**config.mk**
```make
export PLATFORM = sky130hd
export DESIGN_NAME = alu_result_monitor
export DESIGN_NICKNAME = d
export VERILOG_FILES = /design/src/rtl/alu_result_monitor.sv
export SDC_FILE = /design/constraint.sdc
export NUM_CORES = 1
export LEC_CHECK = 0
export CAP_MARGIN = 5
export CORE_ASPECT_RATIO = 2
export CORE_MARGIN = 2
export CORE_UTILIZATION = 45
export DETAILED_ROUTE_END_ITERATION = 10
export HOLD_SLACK_MARGIN = 0.12
export PLACE_DENSITY = 0.85
export SLEW_MARGIN = 20
export SYNTH_ARGS = -nofsm -noshare
export SYNTH_HDL_FRONTEND = slang
export SYNTH_SLANG_ARGS = --single-unit
```
**constraint.sdc**
```tcl
create_clock -name clk -period 2.4 [get_ports clk]
set_clock_uncertainty 0.15 [all_clocks]
set_input_delay 0.48 -clock clk [delete_from_list [all_inputs] [get_ports clk]]
set_output_delay 0.48 -clock clk [all_outputs]
set_load 0.005 [all_outputs]
```
**src/rtl/alu_result_monitor.sv**
```systemverilog
// In-line checker for the 4-bit ALU: predicts each issued result, aligns it with the ALU
// output latency, compares, and keeps saturating pass/fail counters plus a first-error capture.
module alu_result_monitor #(
  parameter int LATENCY       = 1,
  parameter int CNT_W         = 16,
  parameter int STOP_ON_ERROR = 0
) (
  input  logic               clk,
  input  logic               reset,
  input  logic               clear,
  input  logic               valid_in,
  input  logic [1:0]         opcode,
  input  logic signed [3:0]  a,
  input  logic signed [3:0]  b,
  input  logic signed [4:0]  c_dut,
  output logic signed [4:0]  expected,
  output logic               check_valid,
  output logic               mismatch,
  output logic [CNT_W-1:0]   correct_count,
  output logic [CNT_W-1:0]   error_count,
  output logic               first_err_valid,
  output logic [1:0]         first_err_opcode,
  output logic signed [3:0]  first_err_a,
  output logic signed [3:0]  first_err_b,
  output logic signed [4:0]  first_err_c,
  output logic               halted,
  output logic [1:0]         state
);

  localparam bit HALT_EN = (STOP_ON_ERROR != 0);

  typedef enum logic [1:0] {IDLE = 2'd0, RUN = 2'd1, HALT = 2'd2} state_t;

  function automatic logic signed [4:0] calc_expected(input logic [1:0] op,
                                                      input logic signed [3:0] x,
                                                      input logic signed [3:0] y);
    logic signed [4:0] xe;
    logic signed [4:0] ye;
    xe = {x[3], x};
    ye = {y[3], y};
    case (op)
      2'd0:    return xe + ye;
      2'd1:    return xe - ye;
      2'd2:    return ~xe;
      default: return {4'b0000, |y};
    endcase
  endfunction

  function automatic logic [CNT_W-1:0] sat_inc(input logic [CNT_W-1:0] v);
    return (&v) ? v : v + {{(CNT_W-1){1'b0}}, 1'b1};
  endfunction

  state_t state_q, state_d;

  logic              vld_p0 [LATENCY];
  logic [1:0]        op_p0  [LATENCY];
  logic signed [3:0] a_p0   [LATENCY];
  logic signed [3:0] b_p0   [LATENCY];
  logic signed [4:0] exp_p0 [LATENCY];

  logic              vld_p1;
  logic [1:0]        op_p1;
  logic signed [3:0] a_p1;
  logic signed [3:0] b_p1;
  logic signed [4:0] exp_p1;
  logic signed [4:0] c_p1;

  logic chk, bad;

  // p0: delay line matching the ALU latency
  always_ff @(posedge clk) begin
    if (reset || clear) begin
      for (int i = 0; i < LATENCY; i++) vld_p0[i] <= 1'b0;
    end else begin
      vld_p0[0] <= valid_in;
      for (int i = 1; i < LATENCY; i++) vld_p0[i] <= vld_p0[i-1];
    end
  end

  always_ff @(posedge clk) begin
    op_p0[0]  <= opcode;
    a_p0[0]   <= a;
    b_p0[0]   <= b;
    exp_p0[0] <= calc_expected(opcode, a, b);
    for (int i = 1; i < LATENCY; i++) begin
      op_p0[i]  <= op_p0[i-1];
      a_p0[i]   <= a_p0[i-1];
      b_p0[i]   <= b_p0[i-1];
      exp_p0[i] <= exp_p0[i-1];
    end
  end

  // p1: tail stage sampled together with the ALU output
  always_ff @(posedge clk) begin
    if (reset || clear) vld_p1 <= 1'b0;
    else                vld_p1 <= vld_p0[LATENCY-1];
  end

  always_ff @(posedge clk) begin
    op_p1  <= op_p0[LATENCY-1];
    a_p1   <= a_p0[LATENCY-1];
    b_p1   <= b_p0[LATENCY-1];
    exp_p1 <= exp_p0[LATENCY-1];
    c_p1   <= c_dut;
  end

  assign chk = (state_q == RUN) && vld_p1;
  assign bad = chk && (c_p1 != exp_p1);

  // p2: registered compare result, counters and first-error capture
  always_ff @(posedge clk) begin
    if (reset || clear) begin
      expected         <= '0;
      check_valid      <= 1'b0;
      mismatch         <= 1'b0;
      correct_count    <= '0;
      error_count      <= '0;
      first_err_valid  <= 1'b0;
      first_err_opcode <= '0;
      first_err_a      <= '0;
      first_err_b      <= '0;
      first_err_c      <= '0;
    end else begin
      check_valid <= chk;
      mismatch    <= bad;
      if (chk)        expected      <= exp_p1;
      if (chk && !bad) correct_count <= sat_inc(correct_count);
      if (bad)        error_count   <= sat_inc(error_count);
      if (bad && !first_err_valid) begin
        first_err_valid  <= 1'b1;
        first_err_opcode <= op_p1;
        first_err_a      <= a_p1;
        first_err_b      <= b_p1;
        first_err_c      <= c_p1;
      end
    end
  end

  always_ff @(posedge clk) begin
    if (reset || clear) state_q <= IDLE;
    else                state_q <= state_d;
  end

  always_comb begin
    state_d = state_q;
    unique case (state_q)
      IDLE:    if (valid_in) state_d = RUN;
      RUN:     if (bad && HALT_EN) state_d = HALT;
      HALT:    state_d = HALT;
      default: state_d = IDLE;
    endcase
  end

  assign state  = state_q;
  assign halted = (state_q == HALT);

endmodule

```
==> impl_summary.log <==
INFO  metric most-common-layout-cells = 94 x sky130_fd_sc_hd__dfxtp_1, 71 x sky130_fd_sc_hd__clkdlybuf4s50_1, 55 x sky130_fd_sc_hd__nand2_1
INFO  metric post_layout_util = 0.6385
INFO  metric place_inst = between 500 and 600
INFO  metric num-nets-final = 512
INFO  metric path_max_fanout = 4
INFO  metric die-area = 0.008839 mm²
INFO  metric synth.ff_latch_count = 94
INFO  metric fmaxAchievable = 436.6 MHz
INFO  metric post_synth_num_cell_types = 50
INFO  metric grt_antenna_before_repair = 0
INFO  metric path_clk_slew = roughly 0.06 ns
INFO  metric grt_max_degree = 29
INFO  metric power.total = between 3000 and 4000 µW
INFO  metric cts_hold_buffers = 0
INFO  metric cell_internal_pwr = 2582 µW
INFO  metric instances_no_fill = roughly 590
INFO  metric syn-mean-instance-area = 9.495 µm²
INFO  metric seq_area_frac_synth = 0.5188
INFO  metric register_area = 0.001882 mm²
INFO  metric warnings_from_yosys = 0
INFO  metric min_path_type = flop to flop
INFO  metric timing.final.crit_period = 2.291 ns
INFO  metric gr-usage-all-layers = 0.2110
INFO  metric placement.io_buffers = 76
INFO  metric route.antenna.remaining_nets = 0
INFO  metric fillCellCount = 649
INFO  metric power_switching = 734.9 µW
INFO  metric report.final.hold_viol_count = 0
INFO  metric total_leakage_power = 0.001887 µW
INFO  metric root_buffer = sky130_fd_sc_hd__clkbuf_16
INFO  metric grt_pass1_wl = 14.04 mm
INFO  metric clock_power_share = 0.430
INFO  metric detailedPlacementHpwl = 6.527 mm
INFO  metric cts_tree = done
INFO  metric htree_levels = 3
INFO  metric worst-endpoint-arrival = 2.36 ns
INFO  metric ant_cells = 0
INFO  metric route.detailed.drc = 0
INFO  metric post_synth_instance_area = approximately 0.0036 mm²
INFO  metric rsz0062_at_grt = no
INFO  metric flow.area_growth_from_synthesis = 38.81%
INFO  metric number_of_buffers_added_by_the_clock_tree_synthesis_step = 9
INFO  metric setup_violations = 0
INFO  metric gpl.final_weighted_congestion = 0.8520
INFO  metric initialDrtViolationCount = between 150 and 200
INFO  metric power_switching_share = 0.2215
INFO  metric clock_sink_count = between 90 and 100
INFO  metric via_count_of_the_first_global_routing_pass = 3115
INFO  metric layout_worst_path_cycle_share = 0.9544
INFO  metric synth_cells = approximately 380
INFO  metric vias = around 3100
INFO  metric floorplan.die.width = 67.49 µm
INFO  metric max-slew-margin-rel = 0.5691
INFO  metric pin_count = 77
INFO  metric path_class = primary input to flop
INFO  metric cts.path.max_buffers = 2
INFO  metric start_util = 0.4600
INFO  metric timing.critical_path.from_type = primary input
INFO  metric postSynth.topFlopCell = sky130_fd_sc_hd__dfxtp_1
INFO  metric wirelength = 8.639 mm
INFO  metric wl_per_cell = 14.74 µm
INFO  metric worst_setup_path_end_kind = flop
INFO  metric ys_async_sr_fraction = 0
INFO  metric timing_max_transition_violations_final = 0
INFO  metric p_comb_frac = 0.077
INFO  metric worst_ir_drop_vdd = 0.4584 mV
INFO  metric placeable_core_region = 0.007885 mm²
INFO  metric grt_remaining_overflow = 0
INFO  metric multiInputGateArea = 0.001699 mm²
INFO  metric placementRows = 46
INFO  metric leading_cell_type_in_the_layout_fill_and_taps_excluded = sky130_fd_sc_hd__dfxtp_1
INFO  metric synth_fp_nets = 409
INFO  metric drt_pass1_iterations = 5
INFO  metric worst_pin_slew = 0.6463 ns
INFO  metric power.density_cell_area = 658.9 mW/mm²
INFO  metric die_y = roughly 130 µm
INFO  metric synth-edff-count = 0
INFO  metric outcome = finished clean
INFO  metric cp.required = approximately 2.5 ns
INFO  metric cap_viol_max_count = 0
INFO  metric drive_gt1_frac = 0.1388
INFO  metric seq_power_share = 0.493
INFO  metric clock_latency = roughly 0.34 ns
INFO  metric detail_route.vias_per_cell = 5.328
-- cell usage after synthesis (4+ instances only) --
cell type,number,area share
sky130_fd_sc_hd__dfxtp_1,94,0.52
sky130_fd_sc_hd__nand2_1,55,0.057
sky130_fd_sc_hd__nor2_1,40,0.041
sky130_fd_sc_hd__a21oi_1,23,0.032
sky130_fd_sc_hd__nand3_1,20,0.028
sky130_fd_sc_hd__xnor2_1,20,0.048
sky130_fd_sc_hd__inv_1,11,0.011
sky130_fd_sc_hd__xor2_1,11,0.027
sky130_fd_sc_hd__ha_1,7,0.024
sky130_fd_sc_hd__nor4_1,7,0.012
sky130_fd_sc_hd__o21ai_0,7,0.0097
sky130_fd_sc_hd__nand2b_1,6,0.010
sky130_fd_sc_hd__clkbuf_1,5,0.0052
sky130_fd_sc_hd__mux2i_1,5,0.014
sky130_fd_sc_hd__nand4_1,5,0.0086
sky130_fd_sc_hd__nor3_1,5,0.0069
sky130_fd_sc_hd__and3_1,4,0.0069
sky130_fd_sc_hd__buf_2,4,0.0055
-- logic make-up (layout without fill, tap and decap cells) --
group	Yosys count	after routing	synth area share
buffers and inverters	24	132	0.02829
XOR/XNOR	31	31	0.07485
adder cells (fa/ha/maj)	8	8	0.02966
flip-flops	94	94	0.5188
AND/OR/NAND/NOR	170	170	0.2439
multiplexers	5	5	0.01380
AO/OA/AOI/OAI	50	50	0.09072
-- power groups by stage --
stage	combinational, µW	sequential [µW]	clock (µW)
after detailed placement	229	1670	0
after CTS	239	1640	1450
final	255	1640	1430
after global routing	278	1640	1520
after floorplan	122	1660	0
after global placement	216	1670	0
-- flip-flops by register name, indices dropped and copies added, names as in the netlist, 5 cells and up --
register and flops:
correct_count 16, exp_p1 5, first_err_c 5, error_count 16, c_p1 5, exp_p0 5, expected 5
-- area by class of cell --
cell class | instances | share of cell area
Inverter | 12 | 0.008946
Timing Repair Buffer | 104 | 0.1948
Clock buffer | 10 | 0.04747
Multi-Input combinational cell | 264 | 0.3375
Tap cell | 96 | 0.02386
Clock inverter | 6 | 0.01367
Sequential cell | 94 | 0.3738
-- layer usage --
layer  part of all wire  track usage
met4              0.041       0.1357
met1               0.35       0.2021
met3              0.040      0.03938
met5                  0            0
met2               0.57       0.3916
-- worst paths after layout --
kind | slack [ns] | cells past startpoint | to | start
max | 0.11 | 11 | exp_p0[0][4] | opcode[0]
min | 0.17 | 0 | a_p1[0] | a_p0[0][0]
max reg2reg | 0.18 | 9 | correct_count[9] | correct_count[0]
min reg2reg | 0.17 | 0 | a_p1[0] | a_p0[0][0]
-- worst max-delay path, stage by stage --
cell and delay, ns:
sky130_fd_sc_hd__dlygate4sd2_1 0.30, sky130_fd_sc_hd__nor2b_4 0.20, sky130_fd_sc_hd__nor2_2 0.05, sky130_fd_sc_hd__xnor2_1 0.13, sky130_fd_sc_hd__ha_1 0.30, sky130_fd_sc_hd__nor2b_2 0.16, sky130_fd_sc_hd__o21ai_2 0.19, sky130_fd_sc_hd__nand2b_4 0.11
sky130_fd_sc_hd__xnor2_2 0.16, sky130_fd_sc_hd__a22oi_2 0.19, sky130_fd_sc_hd__o21ai_1 0.09
-- metrics by stage --
| stage | setup TNS [ns] | hold slack, ns | setup WS, ns | cell area (µm²) |
|---|---|---|---|---|
| final | 0 | 0.1740 | 0.1094 | 5035 |
| after CTS | 0 | 0.1744 | 0.01945 | 4984 |
| after detailed placement | -1.224 | 0.1621 | -0.6787 | 4643 |
| after global routing | 0 | 0.1785 | 0.003326 | 5035 |
| after global placement | -0.8881 | 0.1606 | -0.4733 | 4643 |
| after floorplan | 0 | 0.1596 | 0.02921 | 3627 |
-- timing repair --
| item | CTS | global route |
|---|---|---|
| setup endpoints to repair | 1 | 7 |
| setup buffers | 2 | 2 |
| pin swaps | 6 | 8 |
| gates resized for setup | 13 | 8 |
| gates cloned | 0 | 0 |
(Power assumes the default switching activity.)
